**config.mk**
```make
export PLATFORM = sky130hd
export DESIGN_NAME = shift_add_recombiner
export DESIGN_NICKNAME = d
export VERILOG_FILES = /design/src/rtl/shift_add_recombiner.sv
export SDC_FILE = /design/constraint.sdc
export NUM_CORES = 1
export LEC_CHECK = 0
export BUFFER_PORTS_ARGS = -buffer_cell sky130_fd_sc_hd__buf_2
export CORE_MARGIN = 10
export CORE_UTILIZATION = 50
export CTS_BUF_LIST = sky130_fd_sc_hd__clkbuf_8
export CTS_CLUSTER_SIZE = 25
export DETAILED_ROUTE_END_ITERATION = 10
export GPL_ROUTABILITY_DRIVEN = 1
export PLACE_DENSITY_LB_ADDON = 0.15
export SETUP_SLACK_MARGIN = 0.2
export SLEW_MARGIN = 20
export SYNTH_ARGS = -nofsm -noshare
export SYNTH_HDL_FRONTEND = slang
export SYNTH_SLANG_ARGS = --single-unit
export TNS_END_PERCENT = 30
```
**constraint.sdc**
```tcl
create_clock -name clk -period 3.5 [get_ports clk]
set_input_delay 0.7 -clock clk [delete_from_list [all_inputs] [get_ports clk]]
set_output_delay 0.7 -clock clk [all_outputs]
set_load 0.02 [all_outputs]
```
**src/rtl/shift_add_recombiner.sv**
```systemverilog
// Sequential shift-add multiply-accumulate: product = multiplier * multiplicand + addend.
// One multiplier bit is consumed per clock; latency is fixed at WIDTH cycles after acceptance.
// Rebuilds a dividend from divider results (quotient, divisor, remainder).
//
// Ports:
//   clk          system clock, rising edge
//   rst          synchronous active-low reset
//   start        request, sampled only while idle
//   multiplier   operand A (quotient)
//   multiplicand operand B (divisor)
//   addend       zero-extended additive term (remainder)
//   product      2*WIDTH result, held until the next completion
//   overflow     upper half of product is nonzero
//   busy         high while multiplying
//   valid        one-cycle completion pulse
module shift_add_recombiner #(
   parameter int unsigned WIDTH = 16
) (
   input  logic                 clk,
   input  logic                 rst,
   input  logic                 start,
   input  logic [WIDTH-1:0]     multiplier,
   input  logic [WIDTH-1:0]     multiplicand,
   input  logic [WIDTH-1:0]     addend,
   output logic [2*WIDTH-1:0]   product,
   output logic                 overflow,
   output logic                 busy,
   output logic                 valid
);

   localparam int unsigned PW = 2 * WIDTH;
   localparam int unsigned CW = $clog2(WIDTH) + 1;

   typedef enum logic {
      IDLE = 1'b0,
      MULT = 1'b1
   } state_t;

   state_t            state, state_nxt;
   logic [PW-1:0]     mcand_r, mcand_nxt;
   logic [WIDTH-1:0]  mplier_r, mplier_nxt;
   logic [PW-1:0]     acc, acc_nxt;
   logic [CW-1:0]     count, count_nxt;
   logic [PW-1:0]     product_nxt;
   logic              overflow_nxt;
   logic              busy_nxt;
   logic              valid_nxt;
   logic [PW-1:0]     acc_sum;

   // State and datapath registers
   always_ff @(posedge clk) begin
      if (!rst) begin
         state    <= IDLE;
         mcand_r  <= '0;
         mplier_r <= '0;
         acc      <= '0;
         count    <= '0;
         product  <= '0;
         overflow <= 1'b0;
         busy     <= 1'b0;
         valid    <= 1'b0;
      end else begin
         state    <= state_nxt;
         mcand_r  <= mcand_nxt;
         mplier_r <= mplier_nxt;
         acc      <= acc_nxt;
         count    <= count_nxt;
         product  <= product_nxt;
         overflow <= overflow_nxt;
         busy     <= busy_nxt;
         valid    <= valid_nxt;
      end
   end

   // Conditional partial-product add for the current multiplier LSB
   assign acc_sum = acc + (mplier_r[0] ? mcand_r : '0);

   // Next-state and output logic
   always_comb begin
      state_nxt    = state;
      mcand_nxt    = mcand_r;
      mplier_nxt   = mplier_r;
      acc_nxt      = acc;
      count_nxt    = count;
      product_nxt  = product;
      overflow_nxt = overflow;
      busy_nxt     = busy;
      valid_nxt    = 1'b0;

      case (state)
         IDLE: begin
            if (start) begin
               mcand_nxt  = {{WIDTH{1'b0}}, multiplicand};
               mplier_nxt = multiplier;
               acc_nxt    = {{WIDTH{1'b0}}, addend};
               count_nxt  = '0;
               busy_nxt   = 1'b1;
               state_nxt  = MULT;
            end
         end
         MULT: begin
            acc_nxt    = acc_sum;
            mcand_nxt  = mcand_r << 1;
            mplier_nxt = mplier_r >> 1;
            count_nxt  = CW'(count + CW'(1));
            // Last multiplier bit: publish the accumulator including this step's add
            if (count == CW'(WIDTH - 1)) begin
               product_nxt  = acc_sum;
               overflow_nxt = |acc_sum[PW-1:WIDTH];
               valid_nxt    = 1'b1;
               busy_nxt     = 1'b0;
               state_nxt    = IDLE;
            end
         end
         default: begin
            state_nxt = IDLE;
         end
      endcase
   end

endmodule

```
==> flow_metrics.py <==
metrics = {
    "outcome": {
        "outcome": "finished, final reports clean",
    },
    "synth": {
        "ys_seq_area_share_pct": 33.6,
        "yosys.area.top_type": "dfxtp_1",
        "avgSynthCellArea_sq_um": 7.81,
        "synthDistinctLibCells": 69,
        "synthFlopType": "dfxtp_1",
        "syn_nets": 1007,
        "ys_seq_elements": 121,
        "synth_edf_count": 0,
        "synth_cells": 922,
        "syn_area_sq_mm": 0.00720,
        "async_flop_share_pct": 0,
        "synth_top_area_share_pct": 33.6,
        "synthTopCellsByArea": "dfxtp_1 (34%), a21oi_1 (8.6%), nor2_1 (8.1%), ha_1 (5.7%), mux2i_1 (5.4%)",
        "synth_warnings": 0,
    },
    "floorplan": {
        "rows": 43,
        "die_area_sq_mm": 0.0196,
        "die_h_microns": 140,
        "coreArea_sq_mm": 0.0140,
        "die_x_microns": 140,
        "io_pins": 86,
        "start_util_pct": 51.5,
    },
    "final_layout": {
        "fill_cells": 1364,
        "final_common_cell": "nor2_1",
        "stdcell_area_sq_mm": 0.00826,
        "mostFrequentLayoutCells": "nor2_1 (155), a21oi_1 (123), dfxtp_1 (120)",
        "final_cell_count_no_fill": 1172,
        "final_core_util_pct": 59.1,
        "multi_input_area_sq_mm": 0.00455,
        "diodes": 0,
        "nets": 1064,
        "drive_gt1_share_pct": 17.5,
        "regArea_sq_mm": 0.00243,
        "areaGrowthSynthToFinish_pct": 14.7,
    },
    "setup_path": {
        "crit_path_end_kind": "flip-flop",
        "worst-setup-path-type": "flip-flop to flip-flop",
        "cp.arrival_ps": 3450,
        "critPathRequiredTime_ps": 3860,
        "cp_max_fo": 18,
        "reg2reg_depth": 12,
        "start_kind": "flip-flop",
    },
    "sta": {
        "timing.fmax_ghz": 0.323,
        "setup_viol": 0,
        "post-route-min-period_ps": 3090,
        "tns_ps": 0,
        "fin_skew_ps": 16.9,
        "period_share_pct": 88.3,
        "hold_viol": 0,
        "rsz0062_at_grt": "false",
        "max_slew_margin_pct": 43.0,
        "drv_slew": 0,
        "tightest_slew_ps": 855,
    },
    "clocking": {
        "root_buffer": "clkbuf_8",
        "htreeDepth": 4,
        "cts_buffer_depth": 2,
        "clock_latency_ps": 460,
        "cts_tree": "done",
        "cts_hold_buf": 0,
        "path_clk_slew_ps": 80,
        "cts.sinks": 121,
        "numCtsBuffers": 17,
    },
    "route": {
        "drc": 0,
        "antenna_left": 0,
        "wirelength_mm": 18.7,
        "vias": 6609,
        "drt_pass1_iterations": 7,
        "post_drt_wl_per_cell_microns": 15.9,
        "via_per_inst": 5.64,
        "drtIter0Drc": 539,
    },
    "pwr": {
        "swShare_pct": 27.5,
        "peakVddDrop_mv": 0.280,
        "power.share.clock_pct": 41.9,
        "p_int_uw": 2190,
        "p_sw_uw": 833,
        "seq_power_share_pct": 47.8,
        "power_frac_comb_pct": 10.3,
        "p_per_area_mw_per_mm2": 366,
        "p_leak_uw": 0.00346,
    },
    "placement": {
        "place_area_sq_mm": 0.00775,
        "gp_congestion": 0.929,
        "numPortBuffers": 85,
        "place_hpwl_mm": 13.4,
        "dp_cells": 1139,
    },
    "global_route": {
        "grt_max_degree": 95,
        "grt_pass1_wl_mm": 30.6,
        "grt_use_total_pct": 18.6,
        "grt-ovfl-total": 0,
        "grt_antenna_before_repair": 0,
        "grt_pass1_vias": 6178,
    },
    "worst_hold_path": {
        "whs_path_depth": 2,
        "hp-class": "flip-flop to flip-flop",
    },
    "run": {
        "maxCapViolCount": 0,
    },
}
[critical path, stage by stage (launching register included)]
cell and delay [ps]:
dfxtp_1 350, buf_6 160, and2_1 170, fa_1 440, a21o_1 240, a22oi_2 150, o31a_1 220, a21oi_1 100
or3_1 370, a221oi_1 330, nand4_1 160, nor4_2 250, nor2_1 50
[registers in the layout, summed over array words and instances, names as in the netlist]
name / count
acc: 32
busy: 1
count: 5
mcand_r: 32
mplier_r: 16
overflow: 1
product: 32
state: 1
valid: 1
[through the flow]
| stage | total power (uW) | hold WS (ps) | worst slack (ps) |
|---|---|---|---|
| 3_3_place_gp | 1780 | 443 | 325 |
| 3_5_place_dp | 1780 | 447 | 284 |
| 4_1_cts | 3040 | 457 | 267 |
| 6_report | 3030 | 455 | 408 |
| 5_1_grt | 3150 | 460 | 220 |
| 2_1_floorplan | 1700 | 454 | 593 |
[cell usage after synthesis, drive strengths merged (15+ instances only)]
cell type / count
nand3: 15
clkbuf: 48
a21oi: 128
nor2: 155
o21ai: 27
nor3b: 35
a211oi: 33
buf: 19
nand2: 57
mux2i: 39
ha: 33
dfxtp: 121
and2: 39
[cell type report]
type | count | share of cell area, %
clock inverters | 14 | 1.80
flip-flops and latches | 121 | 29.4
clock buffers | 18 | 3.00
repair buffers | 105 | 7.35
well taps | 180 | 2.73
multi-input cells | 718 | 55.0
inverters | 16 | 0.742
[layer usage]
layer	routed length (microns)	global-route usage, %	vias to the layer above
met5	0	0	-
met2	8180	27.8	170
li1	-	-	3377
met4	348	6.30	0
met3	1150	5.41	25
met1	9000	24.8	3037
[worst paths after layout]
path	start	to	slack, ps
max	mplier_r[0]$_SDFFE_PN0P_	overflow$_SDFFE_PN0P_	410
min	product[23]$_SDFFE_PN0P_	product[23]$_SDFFE_PN0P_	450
max reg2reg	mplier_r[0]$_SDFFE_PN0P_	overflow$_SDFFE_PN0P_	410
min reg2reg	product[23]$_SDFFE_PN0P_	product[23]$_SDFFE_PN0P_	450
[power groups by stage]
stage	Combinational, uW	Clock, uW	Sequential (uW)
6_report	313	1270	1450
5_1_grt	353	1350	1450
4_1_cts	308	1290	1450
3_5_place_dp	306	0	1480
3_3_place_gp	305	0	1480
2_1_floorplan	231	0	1470
[logic make-up (layout without fill, tap and decap cells)]
logic type | count (synthesis) | in the layout | share of synthesized area [%]
xor+xnor | 19 | 19 | 2.31
compound gates | 252 | 252 | 22.0
flops | 121 | 121 | 33.6
buf+inv | 83 | 153 | 4.67
fa+ha+maj | 34 | 34 | 6.01
mux | 40 | 40 | 5.58
simple gates | 373 | 373 | 25.8
[timing repair]
action | in CTS | in global routing
resized for setup | 0 | 22
endpoints found under the setup margin | 0 | 3
setup buffers | 0 | 1
(Power assumes the default switching activity.)
